`src/rtl/demux_4_pipe_pkg.sv`:
```
// demux_4_pipe_pkg
//   Shared definitions for the 1-to-4 result demultiplexer.
//   SEL_1..SEL_4 use the same op encoding as the datapath 4-way selectors,
//   so a select value means the same thing everywhere in the pipeline.
package demux_4_pipe_pkg;

  localparam logic [1:0] SEL_1 = 2'b00;
  localparam logic [1:0] SEL_2 = 2'b01;
  localparam logic [1:0] SEL_3 = 2'b10;
  localparam logic [1:0] SEL_4 = 2'b11;

  localparam int unsigned NUM_PORTS  = 4;
  localparam int unsigned FIFO_DEPTH = 2;

  // One-hot port mask for a select value.
  function automatic logic [NUM_PORTS-1:0] sel_onehot(input logic [1:0] sel);
    logic [NUM_PORTS-1:0] mask;
    mask = '0;
    case (sel)
      SEL_1:   mask = 4'b0001;
      SEL_2:   mask = 4'b0010;
      SEL_3:   mask = 4'b0100;
      default: mask = 4'b1000;
    endcase
    return mask;
  endfunction

endpackage

```
`src/rtl/demux_4_pipe_fifo_2.sv`:
```
// fifo_2
//   Two-entry synchronous FIFO used as the per-port buffer.
//   Ports:
//     clk, reset : clock, synchronous active-high reset
//     push, din  : write request and data (ignored when full)
//     pop        : remove head word (ignored when empty)
//     dout       : head word, all-zero when empty
//     full/empty : occupancy flags derived from the registered count
module fifo_2 #(
  parameter int WIDTH = 32
) (
  input  logic             clk,
  input  logic             reset,
  input  logic             push,
  input  logic [WIDTH-1:0] din,
  input  logic             pop,
  output logic [WIDTH-1:0] dout,
  output logic             full,
  output logic             empty
);

  logic [WIDTH-1:0] mem_q [2];
  logic [WIDTH-1:0] mem_d [2];
  logic             wr_ptr_q, wr_ptr_d;
  logic             rd_ptr_q, rd_ptr_d;
  logic [1:0]       count_q, count_d;
  logic             do_push, do_pop;

  assign full  = (count_q == 2'd2);
  assign empty = (count_q == 2'd0);

  always_comb begin
    mem_d    = mem_q;
    wr_ptr_d = wr_ptr_q;
    rd_ptr_d = rd_ptr_q;
    count_d  = count_q;
    // Guards keep state consistent even if a caller ignores the flags.
    do_push  = push & ~full;
    do_pop   = pop & ~empty;
    if (do_push) begin
      mem_d[wr_ptr_q] = din;
      wr_ptr_d        = ~wr_ptr_q;
    end
    if (do_pop) begin
      rd_ptr_d = ~rd_ptr_q;
    end
    count_d = count_q + {1'b0, do_push} - {1'b0, do_pop};
  end

  always_ff @(posedge clk) begin
    if (reset) begin
      mem_q[0] <= '0;
      mem_q[1] <= '0;
      wr_ptr_q <= 1'b0;
      rd_ptr_q <= 1'b0;
      count_q  <= 2'd0;
    end else begin
      mem_q    <= mem_d;
      wr_ptr_q <= wr_ptr_d;
      rd_ptr_q <= rd_ptr_d;
      count_q  <= count_d;
    end
  end

  assign dout = empty ? '0 : mem_q[rd_ptr_q];

endmodule

```
`src/rtl/demux_4_pipe.sv`:
```
// demux_4_pipe
//   Registered 1-to-4 demultiplexer with a 2-entry FIFO per output port.
//   Handshake rule (both sides): a transfer happens in a cycle exactly when
//   valid and ready are both high at the rising edge; a valid producer holds
//   its data until it is taken. in_ready depends only on op and registered
//   FIFO counts, never on out_ready.
//   Ports:
//     clk, reset          : clock, synchronous active-high reset
//     in_valid/in_ready   : producer handshake
//     op                  : destination port (SEL_1..SEL_4 -> port 1..4)
//     in_data             : payload
//     out_valid/out_ready : per-port consumer handshake, bit i-1 = port i
//     out_1..out_4        : head word of each port, zero when empty
module demux_4_pipe
  import demux_4_pipe_pkg::*;
#(
  parameter int WIDTH = 32
) (
  input  logic             clk,
  input  logic             reset,
  input  logic             in_valid,
  output logic             in_ready,
  input  logic [1:0]       op,
  input  logic [WIDTH-1:0] in_data,
  output logic [3:0]       out_valid,
  input  logic [3:0]       out_ready,
  output logic [WIDTH-1:0] out_1,
  output logic [WIDTH-1:0] out_2,
  output logic [WIDTH-1:0] out_3,
  output logic [WIDTH-1:0] out_4
);

  logic [3:0]       push_en;
  logic [3:0]       pop_en;
  logic [3:0]       full;
  logic [3:0]       empty;
  logic [WIDTH-1:0] dout [4];
  logic             accept;

  always_comb begin
    in_ready = 1'b1;
    case (op)
      SEL_1:   in_ready = ~full[0];
      SEL_2:   in_ready = ~full[1];
      SEL_3:   in_ready = ~full[2];
      default: in_ready = ~full[3];
    endcase
  end

  assign accept    = in_valid & in_ready;
  assign push_en   = accept ? sel_onehot(op) : 4'b0000;
  assign out_valid = ~empty;
  assign pop_en    = out_valid & out_ready;

  for (genvar i = 0; i < 4; i++) begin : g_port
    fifo_2 #(.WIDTH(WIDTH)) u_fifo (
      .clk   (clk),
      .reset (reset),
      .push  (push_en[i]),
      .din   (in_data),
      .pop   (pop_en[i]),
      .dout  (dout[i]),
      .full  (full[i]),
      .empty (empty[i])
    );
  end

  assign out_1 = dout[0];
  assign out_2 = dout[1];
  assign out_3 = dout[2];
  assign out_4 = dout[3];

endmodule

```
`config.mk`:
```
export PLATFORM = sky130hd
export DESIGN_NAME = demux_4_pipe
export DESIGN_NICKNAME = d
export VERILOG_FILES = /design/src/rtl/demux_4_pipe_pkg.sv /design/src/rtl/demux_4_pipe_fifo_2.sv /design/src/rtl/demux_4_pipe.sv
export SDC_FILE = /design/constraint.sdc
export NUM_CORES = 1
export LEC_CHECK = 0
export CORE_UTILIZATION = 55
export DETAILED_ROUTE_END_ITERATION = 8
export GPL_TIMING_DRIVEN = 0
export PLACE_DENSITY = 0.8
export SYNTH_ARGS = -nofsm -noshare
export SYNTH_HDL_FRONTEND = slang
export SYNTH_SLANG_ARGS = --single-unit
export TNS_END_PERCENT = 10
```
`constraint.sdc`:
```
create_clock -name clk -period 2.32 [get_ports clk]
set_clock_uncertainty 0.05 [all_clocks]
set_input_delay 0.696 -clock clk [delete_from_list [all_inputs] [get_ports clk]]
set_output_delay 0.696 -clock clk [all_outputs]
set_load 0.01 [all_outputs]
```
==> metrics.yaml, run 1 <==
drt_iter0_markers: 610
met1_usage_pct: 39.78
pin_count: 174
ys_warn_count: 0
min-delay-start: "g_port[2].u_fifo.mem_q[28]$_SDFFE_PP0P_"
htree_levels: 1
max_stage_delay_ns: 0.38
port_buffers: 172
multi_input_area_sq_um: 7139
synth.area.top_cells: "dfxtp_1 (43%), mux2i_1 (30%), nand2b_1 (14%)"
via_count: 10210
cts_root_buf: "clkbuf_16"
seq_power_share_pct: 33.8
arrival_ns: 1.79
grt_max_degree: 14
firstDrtPassIters: 5
power_density_nw_per_um2: 928.0
routabilityCongestion: 0.7948
fin_hold_ws_ns: 0.4244
swShare_pct: 31.13
core_area_sq_um: 22710
layout_min_cycle_time_ns: 2.540
crit_top_cell: "buf_12"
violations: "negative setup slack"
fin_util_pct: 73.93
synth_cell_type_count: 31
power_mw: 15.58
cp_num_buf_inv: 4
remaining_drc_errors: 0
overflow: 0
critical_path_class: "flop to primary output"
hold_violations: 0
clkTransAtPathRegs_ns: 0.06
fin_nets: 1595
hp-class: "flop to flop"
critical_path.top_delay_family: "buffers and inverters"
finalSetupTns_ns: -8.804
synth_ff_type: "dfxtp_1"
seqCellArea_sq_um: 5488
wl_per_cell_um: 20.48
setup_slack_ns: -0.2197
cts_tree: "built"
cp-end-kind: "primary output"
first_global_vias: 10410
max-slew-margin-rel_pct: 37.39
initial_core_util_pct: 56.10
p_clk_share_pct: 29.7
clk_latency_ns: 0.54
syn_inst: 1292
tightestPinTransition_ns: 0.9314
cts_made_buffers: 28
drv_cap: 0
cts_buffer_depth: 3
rsz0062_at_grt: "yes"
ys_seq_area_share_pct: 42.74
dieArea_sq_um: 23780
top_usage_layer: "met2"
period_share_pct: 109.5
critPathLaunchType: "flop"
grtUsageMet3_pct: 3.362
critPathSlowestCell: "dfxtp_4"
grt.total_usage_pct: 31.21
grt_pass1_wl_um: 57440
numClockSinks: 272
vias_per_cell: 5.510
synth_edf_count: 0
max_freq_mhz: 393.8
crit_path_start: "g_port[0].u_fifo.rd_ptr_q$_SDFFE_PP0P_"
p_leak_nw: 7.738
setup_viol: 115
syn-cell-area_sq_um: 12740
finalWirelength_um: 37950
internal-power_mw: 10.73
comb_power_share_pct: 36.4
yosysTopAreaCell: "dfxtp_1"
drive_above_1_share_pct: 25.08
async_reset_ff_share_pct: 0
dp_hpwl_um: 23240
fillCellCount: 1577
status: "finished, violations left"
die-height_um: 154.2
synth_seq_cells: 272
avgSynthCellArea_sq_um: 9.861
ant_nets: 0
worstPathMaxFanout: 5
yosysTopAreaCellShare_pct: 42.74
slew_violations: 0
num_rows: 55
gr-usage-met2_pct: 54.09
power.switching_mw: 4.851
area_growth_syn_to_layout_pct: 31.78
cp_data_required_time_ns: 1.57
ir_worst_vdd_mv: 0.6588
antenna_found_initial: 1
synthesis.nets: 1341
die_x_um: 154.2
path_cells: "buf_12 -> buf_12 -> buf_12 -> mux2i_1 -> nor2_1 -> buf_2"
timing.rr.start: "g_port[3].u_fifo.count_q[1]$_SDFF_PP0_"
-- per-layer routing --
metal	vias up	part of all wire (%)	wire (um)
li1	4768	-	-
met1	5013	42	16100
met2	342	49	18470
met3	87	5.2	1992
met4	0	3.7	1394
met5	-	0	0
-- sequential cells by signal, indices dropped and copies added, names as in the netlist --
signal                  cells
g_port.u_fifo.wr_ptr_q      4
g_port.u_fifo.mem_q       256
g_port.u_fifo.rd_ptr_q      4
g_port.u_fifo.count_q       8
-- cells in the mapped netlist, drive strengths merged (3+ instances only) --
library cell	count
a21oi	4
and2	5
buf	72
clkbuf	50
dfxtp	272
ha	8
inv	18
mux2i	384
nand2b	291
nand4	3
nor2	141
nor2b	9
nor3	7
o21ai	4
xor2	8
-- kinds of logic after synthesis --
logic type                 after synthesis  synth area share, %
and+or+nand+nor                        466                20.14
muxes                                  384                30.17
AOI/OAI and AO/OA                       14               0.7169
adders and majority gates                8               0.7857
buffers and inverters                  140                4.900
DFF                                    272                42.74
xor gates and xnor gates                 8               0.5500
-- timing repair --
action,in CTS,in global routing
buffers inserted,37,14
hold buffers,0,0
gates resized for setup,679,114
gates cloned,10,0
endpoints found under the setup margin,243,290
pin swaps,15,23
-- placed cells by master (no fill, tap or decap), types with 7 or more instances in the layout --
master             n
ha_1               8
clkbuf_16         36
nor2_4            11
buf_12            21
nor2_1           102
nand2b_1         291
buf_6             25
clkbuf_8          11
mux2i_4           18
clkbuf_2          25
clkdlybuf4s50_1   36
buf_8              7
mux2i_2           18
dfxtp_1          260
clkbuf_1          29
xor2_1             8
buf_4             22
buf_2            126
nor3_1             7
mux2i_1          348
inv_1             17
nor2b_1            7
clkbuf_4           7
nor2_2            28
dfxtp_4           11
buf_1             29
-- area by class of cell --
type,count,area share (%)
Buffer,115,5.358
Clock inverter,8,0.5738
Clock buffer,43,5.053
Multi-Input combinational cell,880,42.52
Inverter,18,0.4024
Antenna cell,1,0.01490
Tap cell,285,2.124
Timing Repair Buffer,231,11.27
Sequential cell,272,32.68
-- metrics by stage --
step | setup WS (ns) | cell area (sq um) | cells
after floorplan | 0.1325 | 12740 | 1292
after global placement | -1.011 | 14820 | 1749
after detailed placement | -1.075 | 14820 | 1749
after CTS | -0.2384 | 16580 | 1842
after global routing | -0.2195 | 16790 | 1852
final | -0.2197 | 16790 | 1853
-- power groups by stage --
| stage | logic (mW) | registers [mW] | clock network [mW] |
|---|---|---|---|
| 2_1_floorplan | 2.18 | 5.12 | 0 |
| 3_3_place_gp | 3.27 | 5.15 | 0 |
| 3_5_place_dp | 3.30 | 5.16 | 0 |
| 4_1_cts | 5.32 | 5.25 | 4.64 |
| 5_1_grt | 5.91 | 5.30 | 4.83 |
| 6_report | 5.68 | 5.27 | 4.63 |
-- final timing paths --
check | to | slack [ns] | cells after the start
max reg2reg | g_port[3].u_fifo.mem_q[19]$_SDFFE_PP0P_ | 0.36 | 4
min | g_port[2].u_fifo.mem_q[28]$_SDFFE_PP0P_ | 0.42 | 2
min reg2reg | g_port[2].u_fifo.mem_q[28]$_SDFFE_PP0P_ | 0.42 | 2
max | out_1[19] | -0.22 | 6
-- worst min-delay path, cell delays in order, from the launching register on --
cell	delay, ns
dfxtp_1	0.31
nand2b_1	0.06
mux2i_1	0.06
Power figures use the tool's default switching activity.
==> run 2, diff against run 1 <==
ABC_AREA = 1   (was unset)
PLACE_DENSITY = 0.81   (was 0.8)
==> metrics.yaml, run 2 <==
dp_hpwl_um: 25080
initial_core_util_pct: 56.67
layout_common_cells: "nand2_1 (629), nor2_1 (396), dfxtp_1 (260)"
syn-cell-area_sq_um: 12030
comb_power_share_pct: 32.6
die-height_um: 149.9
cts_root_buf: "clkbuf_16"
ys_warn_count: 0
layout_min_cycle_time_ns: 2.479
avgSynthCellArea_sq_um: 6.626
synth_edf_count: 0
remaining_drc_errors: 1
multi_input_area_sq_um: 6103
worstPathMaxFanout: 6
status: "finished, violations left"
drt_iter0_markers: 1246
yosysTopAreaCellShare_pct: 45.28
critPathSlowestCell: "dfxtp_4"
slew_violations: 0
synth_seq_cells: 272
path_cells: "buf_12 -> clkinv_8 -> clkbuf_16 -> nand2_2 -> a21oi_2 -> buf_2"
num_rows: 53
cts_hold_buf: 0
cts_buffer_depth: 3
grt_pass1_wl_um: 59330
ant_nets: 0
drive_above_1_share_pct: 20.39
dp_slack_ns: -0.9236
syn_inst: 1815
die_x_um: 149.9
first_global_vias: 11950
grt.total_usage_pct: 33.53
layout_commonest_cell: "nand2_1"
cp-end-kind: "primary output"
largestRegisters: "g_port.u_fifo.mem_q x256, g_port.u_fifo.count_q x8"
cp_data_required_time_ns: 1.57
numClockSinks: 272
synth.area.top_cells: "dfxtp_1 (45%), nand2_1 (20%), nor2_1 (12%)"
antenna_found_initial: 0
clkTransAtPathRegs_ns: 0.06
setup_slack_ns: -0.1585
via_count: 12870
max_stage_delay_ns: 0.38
cts_tree: "built"
rsz0062_at_grt: "yes"
seq_power_share_pct: 36.8
overflow: 0
htree_levels: 1
p_leak_nw: 6.614
p_clk_share_pct: 30.6
critPathLaunchType: "flop"
antenna_cells: 0
dieArea_sq_um: 22460
yosysMostFrequentCell: "nand2_1"
port_buffers: 173
arrival_ns: 1.73
fin_util_pct: 74.22
wl_per_cell_um: 17.11
area_growth_syn_to_layout_pct: 30.95
ys_seq_area_share_pct: 45.28
async_reset_ff_share_pct: 0
synth_cell_type_count: 21
swShare_pct: 34.32
grt_max_degree: 15
synth_common_cells: "nand2_1 (651), nor2_1 (400), dfxtp_1 (272)"
ir_worst_vdd_mv: 0.6637
firstDrtPassIters: 9
finalWirelength_um: 39940
drv_cap: 0
stdcell_area_sq_um: 15750
max_freq_mhz: 403.5
vias_per_cell: 5.513
internal-power_mw: 9.356
yosysTopAreaCell: "dfxtp_1"
largest_reg_flops: 256
critical_path_class: "flop to primary output"
fin_nets: 2089
power.switching_mw: 4.889
finalSetupTns_ns: -4.255
synthesis.nets: 1864
core_area_sq_um: 21220
cts_made_buffers: 28
seqCellArea_sq_um: 5478
largest-register: "g_port.u_fifo.mem_q"
violations: "design-rule violations, negative setup slack"
hp-class: "flop to flop"
synth_ff_type: "dfxtp_1"
hold_violations: 0
period_share_pct: 106.8
tightestPinTransition_ns: 0.6742
place_area_sq_um: 14100
pin_count: 174
max-slew-margin-rel_pct: 55.05
clk_latency_ns: 0.56
fillCellCount: 1600
power_density_nw_per_um2: 904.5
routabilityCongestion: 0.8767
setup_viol: 59
run 2: cell count changes after synthesis, sizes merged, moves of 28 or more:
cell    change
inv        +45
nor2      +267
buf        -30
nand2     +649
mux2i     -384
o21ai      +72
clkbuf     +28
nand2b    -291
a21oi     +198
run 2: power by group through the flow:
| stage | Clock, mW | Sequential (mW) | Combinational [mW] |
|---|---|---|---|
| 4_1_cts | 4.32 | 5.19 | 3.97 |
| 5_1_grt | 4.52 | 5.26 | 4.91 |
| 3_5_place_dp | 0 | 5.17 | 3.04 |
| 3_3_place_gp | 0 | 5.16 | 2.97 |
| 2_1_floorplan | 0 | 5.14 | 1.88 |
| 6_report | 4.36 | 5.24 | 4.65 |
run 2: cell families after synthesis:
kind of cell / count (synthesis) / share of synthesized area, %
compound gates: 279 / 11.75
xor+xnor: 4 / 0.2913
fa+ha+maj: 8 / 0.8323
buf+inv: 189 / 8.032
flops: 272 / 45.28
simple gates: 1063 / 33.82
run 2: path summary, 6_finish.rpt:
check	from	to	slack, ns	cells past startpoint
setup / recovery	g_port[0].u_fifo.rd_ptr_q$_SDFFE_PP0P_	out_1[12]	-0.16	6
setup reg to reg	g_port[0].u_fifo.count_q[1]$_SDFF_PP0_	g_port[0].u_fifo.count_q[1]$_SDFF_PP0_	0.25	10
hold / removal	g_port[3].u_fifo.count_q[1]$_SDFF_PP0_	g_port[3].u_fifo.count_q[1]$_SDFF_PP0_	0.41	1
hold reg to reg	g_port[3].u_fifo.count_q[1]$_SDFF_PP0_	g_port[3].u_fifo.count_q[1]$_SDFF_PP0_	0.41	1
run 2: per-stage QoR:
stage               hold slack (ns)  std cells  power (mW)
global placement             0.4039       2263       8.125
global route                 0.4296       2335       14.69
finish                       0.4108       2335       14.24
floorplan                    0.3931       1815       7.016
detailed placement           0.4201       2263       8.206
CTS                          0.4286       2324       13.48
run 2: routing by layer:
| layer | up-vias | track usage, % | part of all wire, % |
|---|---|---|---|
| met5 | - | 0 | 0 |
| met3 | 158 | 4.329 | 9.3 |
| met1 | 5916 | 41.49 | 38 |
| li1 | 6072 | - | - |
| met4 | 0 | 16.41 | 4.8 |
| met2 | 728 | 57.36 | 48 |
run 2: final cells by class:
| cell class | instances | area share [%] |
|---|---|---|
| Multi-Input combinational cell | 1354 | 38.75 |
| Clock buffer | 40 | 5.180 |
| Timing Repair inverter | 1 | 0.05561 |
| Tap cell | 275 | 2.185 |
| Inverter | 69 | 1.851 |
| Sequential cell | 272 | 34.78 |
| Clock inverter | 10 | 0.4449 |
| Buffer | 116 | 7.397 |
| Timing Repair Buffer | 198 | 9.351 |
run 2: worst max-delay path: cells and delay by family, from the launching register on:
family	cells	cell delay [ns]
flip-flops	1	0.38
buffers and inverters	4	0.55
AO/OA/AOI/OAI	1	0.18
AND/OR/NAND/NOR	1	0.05
run 2: timing repair:
item | in CTS | in global routing
gates cloned | 7 | 0
endpoints found under the setup margin | 154 | 234
pin swaps | 9 | 20
resized for setup | 651 | 159
setup buffers | 8 | 11
